==> config.mk <==
export PLATFORM = sky130hd
export DESIGN_NAME = div_unit
export DESIGN_NICKNAME = d
export VERILOG_FILES = /design/src/rtl/div_unit.sv
export SDC_FILE = /design/constraint.sdc
export NUM_CORES = 1
export LEC_CHECK = 0
export BUFFER_PORTS_ARGS = -buffer_cell sky130_fd_sc_hd__buf_4
export CAP_MARGIN = 10
export CELL_PAD_IN_SITES_DETAIL_PLACEMENT = 0
export CELL_PAD_IN_SITES_GLOBAL_PLACEMENT = 1
export CORE_MARGIN = 2
export CORE_UTILIZATION = 46
export CTS_BUF_LIST = sky130_fd_sc_hd__clkbuf_4 sky130_fd_sc_hd__clkbuf_8 sky130_fd_sc_hd__clkbuf_16
export DETAILED_ROUTE_END_ITERATION = 10
export PLACE_DENSITY = 0.84
export SETUP_SLACK_MARGIN = 0.4
export SLEW_MARGIN = 25
export SYNTH_ARGS = -nofsm -noshare
export SYNTH_HDL_FRONTEND = slang
export SYNTH_SLANG_ARGS = --single-unit
==> constraint.sdc <==
create_clock -name clk -period 5.5 [get_ports clk]
set_input_delay 0.825 -clock clk [delete_from_list [all_inputs] [get_ports clk]]
set_output_delay 0.825 -clock clk [all_outputs]
set_load 0.005 [all_outputs]
==> src/rtl/div_unit.sv <==
// Iterative radix-2 restoring divider for RV32M DIV/DIVU/REM/REMU.
// Takes one accept cycle plus WIDTH iterations; divide-by-zero and signed overflow finish in one cycle.
module div_unit #(
  parameter int WIDTH = 32
) (
  input  logic             clk,
  input  logic             rst_n,
  input  logic             start,
  input  logic [1:0]       op,
  input  logic [WIDTH-1:0] a,
  input  logic [WIDTH-1:0] b,
  output logic             busy,
  output logic             done,
  output logic [WIDTH-1:0] result
);

  localparam int CW = $clog2(WIDTH);
  localparam logic [WIDTH-1:0] MIN_NEG = {1'b1, {(WIDTH-1){1'b0}}};

  typedef enum logic [1:0] {IDLE, CALC, DONE} state_t;

  state_t           state;
  logic [1:0]       op_q;
  logic             sign_a;
  logic             sign_b;
  logic [WIDTH-1:0] rem;
  logic [WIDTH-1:0] quo;
  logic [WIDTH-1:0] div_mag;
  logic [CW-1:0]    counter;

  logic             a_neg, b_neg, div_zero, ovf;
  logic [WIDTH-1:0] a_mag, b_mag, special_res;
  logic [WIDTH:0]   rem_sh, trial;
  logic             fits;
  logic [WIDTH-1:0] rem_next, quo_next, q_fixed, r_fixed;

  // Operand conditioning and early-out detection, evaluated on the raw inputs at accept.
  always_comb begin
    a_neg       = ~op[0] & a[WIDTH-1];
    b_neg       = ~op[0] & b[WIDTH-1];
    a_mag       = a_neg ? (~a + 1'b1) : a;
    b_mag       = b_neg ? (~b + 1'b1) : b;
    div_zero    = (b == '0);
    ovf         = ~op[0] & (a == MIN_NEG) & (b == '1);
    special_res = '0;
    if (div_zero)
      special_res = op[1] ? a : '1;
    else
      special_res = op[1] ? '0 : MIN_NEG;
  end

  // One restoring step; the partial remainder needs WIDTH+1 bits once shifted.
  always_comb begin
    rem_sh   = {rem, quo[WIDTH-1]};
    trial    = rem_sh - {1'b0, div_mag};
    fits     = ~trial[WIDTH];
    rem_next = fits ? trial[WIDTH-1:0] : rem_sh[WIDTH-1:0];
    quo_next = {quo[WIDTH-2:0], fits};
    q_fixed  = ((op_q == 2'b00) && (sign_a ^ sign_b)) ? (~quo_next + 1'b1) : quo_next;
    r_fixed  = ((op_q == 2'b10) && sign_a) ? (~rem_next + 1'b1) : rem_next;
  end

  always_ff @(posedge clk or negedge rst_n) begin
    if (!rst_n) begin
      state   <= IDLE;
      op_q    <= '0;
      sign_a  <= 1'b0;
      sign_b  <= 1'b0;
      rem     <= '0;
      quo     <= '0;
      div_mag <= '0;
      counter <= '0;
      busy    <= 1'b0;
      done    <= 1'b0;
      result  <= '0;
    end else begin
      case (state)
        IDLE, DONE: begin
          done  <= 1'b0;
          state <= IDLE;
          if (start) begin
            op_q    <= op;
            sign_a  <= a_neg;
            sign_b  <= b_neg;
            div_mag <= b_mag;
            rem     <= '0;
            quo     <= a_mag;
            counter <= '0;
            if (div_zero || ovf) begin
              result <= special_res;
              done   <= 1'b1;
              state  <= DONE;
            end else begin
              busy  <= 1'b1;
              state <= CALC;
            end
          end
        end
        CALC: begin
          rem     <= rem_next;
          quo     <= quo_next;
          counter <= counter + CW'(1);
          if (counter == CW'(WIDTH-1)) begin
            result  <= op_q[1] ? r_fixed : q_fixed;
            counter <= '0;
            busy    <= 1'b0;
            done    <= 1'b1;
            state   <= DONE;
          end
        end
        default: state <= IDLE;
      endcase
    end
  end

endmodule

==> results.cfg, run 1 <==
[timing]
period_share_pct = 88.16
maxSlewViolCount = 0
final.setup_skew_ps = 13.06
tns_ps = 0
setup_viol_count_final = 0
fmax_mhz = 206.2
hold_viol = 0
rsz0062_at_grt = false
finalWorstSetupSlack_ps = 651.2
period_minus_slack_ps = 4849
relSlewSlack_pct = 32.61
max_slew.worst_pin.slew_ps = 1004

[yosys]
yosysSeqAreaShare_pct = 30.04
yosys_warnings = 0
synth_ff_type = dfrtp_1
synth_edf_count = 0
synthesis.instances = 1495
synthesis.area_um2 = 11750
syn_avg_cell_area_um2 = 7.857
synthDistinctLibCells = 92
yosys_register_bits = 141
async_reset_ff_share_pct = 100.0
syn_nets = 1604

[clock_network]
cts-root-buf = clkbuf_16
worstSkewPairLatency_ps = 440
clk_pin_slew_ps = 70
cts_buffers = 17
cts_tree = done
hold_buffers = 0
cts.path.max_buffers = 2
numClockSinks = 141
h-tree-depth = 4

[global_routing]
grtUsageMet3_pct = 5.934
grt-busiest-layer = met2
first_global_vias = 10960
grt_usage_pct = 29.23
grt_use_met2_pct = 45.55
grt_util_met1_pct = 40.79
grt_overflow = 0
antenna_found_initial = 2
grt_max_degree = 100
grt_first_pass_wirelength_mm = 60.78

[worst_setup_path]
max_stage_delay_ps = 500
cp.arrival_ps = 5180
end_kind = flip-flop
crit_chain = inv_1 -> ha_1 -> fa_1 -> nand2b_2 -> a21o_4 -> a31o_2 -> a211oi_4 -> o21a_1 -> buf_6 -> nor3_1 -> a21oi_1 -> ha_2 -> nand3_1 -> or4_1 -> a21oi_1 -> a41o_1 -> and2_1 -> a21oi_1 -> xor2_1 -> a221oi_1
reg2reg_depth = 20
critPathSlowestCell = or4_1
cp_max_fo = 12
r2r_setup_slack_ps = 650
crit_required_ps = 5830
startpoint_type = flip-flop
rr_endpoint = result[22]$_DFFE_PN0P_
crit_top_cell = a21oi_1
worstSetupPathType = reg2reg
r2r_start = quo[31]$_DFFE_PN0P_

[placement]
portBuffers = 102
hpwl_mm = 29.62
dp.cells = 1867
routabilityCongestion = 0.9112
preCtsSetupSlack_ps = 555.0

[routing]
routed_via_density = 6.173
avgRoutedWirePerCell_um = 20.62
drt_iter0_drc = 1228
vias = 11730
drc = 0
wl_mm = 39.20
final_antenna_net_count = 0
drt-pass1-iter-count = 6

[floorplanning]
dieArea_um2 = 26830
die_x_um = 163.8
io_pins = 103
core-area_um2 = 25110
die_h_um = 163.8
start_util_pct = 46.78
rows = 58

[cells_and_area]
nets = 1667
syn_to_final_growth_pct = 14.00
drive_gt1_share_pct = 12.92
fin_util_pct = 53.33
instances_no_fill = 1901
num_antenna_cells = 0

[worst_hold_path]
hold_class = in2async

[job]
cap_viol_max_count = 0

[status]
status = completed
==> synth_stat cells (5+ instances only) <==
cell type / count / share of area [%]
nand2b_1: 7 / 0.37
xnor2_1: 89 / 6.6
a211oi_1: 7 / 0.45
o21ai_0: 167 / 7.1
nor4_1: 21 / 1.1
ha_1: 39 / 4.2
xor2_1: 51 / 3.8
mux2i_1: 23 / 2.0
dfrtp_1: 141 / 30
nand2_1: 159 / 5.1
a221oi_1: 12 / 0.89
or4_1: 15 / 0.96
a21o_1: 15 / 0.96
and2_1: 12 / 0.64
nor2b_1: 6 / 0.32
o31ai_1: 23 / 1.5
a22oi_1: 32 / 2.0
nand4_1: 13 / 0.69
o211ai_1: 12 / 0.77
a21oi_1: 134 / 5.7
nor3b_1: 5 / 0.32
clkbuf_1: 62 / 2.0
nor3_1: 69 / 2.9
buf_2: 10 / 0.43
o221ai_1: 8 / 0.60
o21a_1: 14 / 0.89
o41ai_1: 5 / 0.37
inv_1: 63 / 2.0
o21ai_1: 14 / 0.60
and3_1: 9 / 0.48
nand3_1: 14 / 0.60
or3_1: 10 / 0.53
a31oi_1: 16 / 0.85
or2_2: 6 / 0.32
nor2_1: 117 / 3.7
==> state kept, by name (all words and copies together), names as in the netlist <==
signal,cells
rem,32
div_mag,32
counter,5
state,2
busy,1
result,32
quo,32
sign_b,1
op_q,2
sign_a,1
done,1
==> how the worst max path moves through the flow <==
stage | start | to | cells after the start
3_3_place_gp | quo[31]$_DFFE_PN0P_ | result[22]$_DFFE_PN0P_ | 21
2_1_floorplan | quo[31]$_DFFE_PN0P_ | result[22]$_DFFE_PN0P_ | 23
4_1_cts | quo[31]$_DFFE_PN0P_ | result[22]$_DFFE_PN0P_ | 20
3_5_place_dp | quo[31]$_DFFE_PN0P_ | result[22]$_DFFE_PN0P_ | 20
5_1_grt | quo[31]$_DFFE_PN0P_ | result[22]$_DFFE_PN0P_ | 20
6_report | quo[31]$_DFFE_PN0P_ | result[22]$_DFFE_PN0P_ | 20
==> layer usage <==
metal	wire (um)	up-vias	share of wire (%)
met1	17410	5600	44
met4	916	4	2.3
met5	25	-	0.064
li1	-	5573	-
met3	3046	73	7.8
met2	17800	484	45
==> cell usage in the layout (no fill, tap or decap), drive strengths merged, types with 14 or more instances in the layout <==
master  synthesis  layout
o21ai         183     183
nand2         159     159
dfrtp         141     141
a21oi         136     136
buf            18     123
nor2          118     118
xnor2          89      89
inv            64      74
nor3           70      70
xor2           51      51
ha             39      39
a22oi          32      32
o31ai          25      25
mux2i          23      23
nor4           22      22
clkbuf         62      19
or4            18      18
a31oi          16      16
a21o           15      15
o21a           15      15
nand3          14      14
==> per-stage QoR <==
step / cell area (um^2) / hold slack (ps)
6_report: 13390 / 473.2
5_1_grt: 13390 / 511.0
4_1_cts: 13350 / 486.8
3_5_place_dp: 12770 / 470.8
3_3_place_gp: 12770 / 461.1
2_1_floorplan: 11750 / 449.8
==> kinds of logic (layout without fill, tap and decap cells) <==
group,Yosys count,after routing,synth area share [%]
AND/OR/NAND/NOR,488,488,20.26
multiplexers,26,26,2.279
AO/OA/AOI/OAI,516,516,27.70
flip-flops,141,141,30.04
XOR/XNOR,140,140,10.44
adder cells (fa/ha/maj),40,40,4.325
buffers and inverters,144,220,4.964
==> critical path, delay by kind of cell (launching register included) <==
kind	cells	cell delay, ps
adders and majority gates	3	890
buffers and inverters	2	250
xor gates and xnor gates	1	170
DFF	1	420
and+or+nand+nor	5	1060
AOI/OAI and AO/OA	9	1930
==> timing repair <==
item                                    CTS  global route
resized for setup                         0             6
endpoints found under the setup margin    0             6
setup buffers                             0             2
==> area by class of cell <==
type | count | area [um^2]
inverters | 64 | 242.7
clock inverters | 14 | 140.1
multi-input cells | 1210 | 7686
repair buffers | 124 | 940.9
well taps | 330 | 412.9
fillers | 2467 | 11720
flip-flops and latches | 141 | 3528
clock buffers | 18 | 439.2
Power of run 1 is left out: the tool's default activity adds up to more than one toggle a clock period on the data nets, which glitch-free logic cannot reach.
==> run 2, diff against run 1 <==
--- a/config.mk
+++ b/config.mk
@@ -9,6 +9,7 @@
 export CAP_MARGIN = 10
 export CELL_PAD_IN_SITES_DETAIL_PLACEMENT = 0
 export CELL_PAD_IN_SITES_GLOBAL_PLACEMENT = 1
+export CORE_ASPECT_RATIO = 0.7
 export CORE_MARGIN = 2
 export CORE_UTILIZATION = 46
 export CTS_BUF_LIST = sky130_fd_sc_hd__clkbuf_4 sky130_fd_sc_hd__clkbuf_8 sky130_fd_sc_hd__clkbuf_16
==> run 2 against run 1 <==
Cell count rose by 0.16%. Worst setup slack improved by 22 ps. Non-clock buffer count increased by 7. Via count grew 1.5%. Highest routed layer is now met4. Clock-buffer cell count rose by 1. First-iteration DRC count decreased by 5.5%. Largest cell class unchanged. Critical path depth shrank 2. Critical endpoint unchanged. Wire length rose by 2.6%.
==> results.cfg, run 2 (synthesis results as in run 1) <==
[status]
status = completed

[global_routing]
grt_overflow = 0
grt_usage_pct = 29.99
grt_first_pass_wirelength_mm = 62.13
antenna_found_initial = 0
first_global_vias = 10550
grt_max_degree = 88

[clock_network]
cts-root-buf = clkbuf_16
cts_tree = done
h-tree-depth = 4
numClockSinks = 141
hold_buffers = 0
worstSkewPairLatency_ps = 440
clk_pin_slew_ps = 70
cts_buffers = 17
cts.path.max_buffers = 2

[floorplanning]
core-area_um2 = 24860
dieArea_um2 = 26850
die_x_um = 195.0
rows = 48
io_pins = 103
start_util_pct = 47.24
die_h_um = 137.7

[timing]
relSlewSlack_pct = 33.14
maxSlewViolCount = 0
hold_viol = 0
setup_viol_count_final = 0
final.setup_skew_ps = 11.77
max_slew.worst_pin.slew_ps = 996.2
tns_ps = 0
rsz0062_at_grt = false
period_share_pct = 87.76
period_minus_slack_ps = 4827
fmax_mhz = 207.2
finalWorstSetupSlack_ps = 673.1

[placement]
hpwl_mm = 30.24
portBuffers = 102
routabilityCongestion = 0.9143
preCtsSetupSlack_ps = 506.2

[cells_and_area]
syn_to_final_growth_pct = 14.98
layout_common_cells = o21ai_0, nand2_1, dfrtp_1, a21oi_1, buf_4
nets = 1674
drive_gt1_share_pct = 13.31
layout_commonest_cell = o21ai_0

[routing]
wl_mm = 40.21
final_antenna_net_count = 0
drc = 0
vias = 11910
routed_via_density = 6.255
drt_iter0_drc = 1160
avgRoutedWirePerCell_um = 21.12
drt-pass1-iter-count = 5

[worst_setup_path]
crit_top_cell = a21oi_1
crit_chain = ha_1 -> nand2_1 -> nor4_1 -> o21ai_0 -> a211oi_4 -> o21a_1 -> buf_4 -> nor3_1 -> a21oi_2 -> ha_2 -> nand3_1 -> or4_1 -> a21oi_1 -> a41o_1 -> and2_1 -> a21oi_1 -> xor2_1 -> a221oi_1
crit_required_ps = 5840
critPathSlowestCell = or4_1
end_kind = flip-flop
reg2reg_depth = 18
max_stage_delay_ps = 520
worstSetupPathType = reg2reg
cp_max_fo = 12
startpoint_type = flip-flop
cp.arrival_ps = 5160

[worst_hold_path]
hold_class = in2async

[job]
cap_viol_max_count = 0
run 2: per-layer routing:
metal	vias up	wire (um)	track usage, %
li1	5601	-	-
met1	5723	19600	47.38
met2	549	16450	41.61
met3	36	3775	6.022
met4	0	382	5.471
met5	-	0	0
run 2: final timing paths:
| kind | from | endpoint | slack [ps] |
|---|---|---|---|
| setup / recovery | rem[15]$_DFFE_PN0P_ | result[22]$_DFFE_PN0P_ | 670 |
| hold / removal | rst_n | div_mag[4]$_DFFE_PN0P_ | 460 |
| setup reg to reg | rem[15]$_DFFE_PN0P_ | result[22]$_DFFE_PN0P_ | 670 |
| hold reg to reg | div_mag[7]$_DFFE_PN0P_ | div_mag[7]$_DFFE_PN0P_ | 480 |
| max in group asynchronous | rst_n | rem[13]$_DFFE_PN0P_ | 3690 |
| min in group clk | div_mag[7]$_DFFE_PN0P_ | div_mag[7]$_DFFE_PN0P_ | 480 |
run 2: area by class of cell:
class / instances / area [um^2]
Fill cell: 2393 / 11360
Multi-Input combinational cell: 1210 / 7682
Sequential cell: 141 / 3528
Timing Repair Buffer: 131 / 987.2
Clock buffer: 19 / 440.4
Tap cell: 325 / 406.6
Inverter: 64 / 242.7
Clock inverter: 13 / 215.2
Antenna cell: 1 / 2.502
run 2: metrics by stage:
stage                     hold WS, ps  instance area, um^2  instances  util, %
after floorplan                 449.8                11750       1495        -
after CTS                       487.5                13450       1899    54.11
after global routing            504.3                13500       1903    54.31
final                           460.5                13510       1904    54.32
after global placement          462.0                12800       1867    51.47
after detailed placement        473.8                12800       1867    51.47
run 2: what timing repair did:
item,4_1_cts,5_1_grt
endpoints found under the hold margin,0,0
setup buffers,0,4
setup endpoints to repair,0,6
gates resized for setup,0,5
run 2: worst max-delay path, delay by kind of cell (launching register included):
family / cells / cell delay, ps
buf+inv: 1 / 210
compound gates: 8 / 1690
flops: 1 / 460
simple gates: 6 / 1520
xor+xnor: 1 / 170
fa+ha+maj: 2 / 660
Power of run 2 is left out for the same reason.
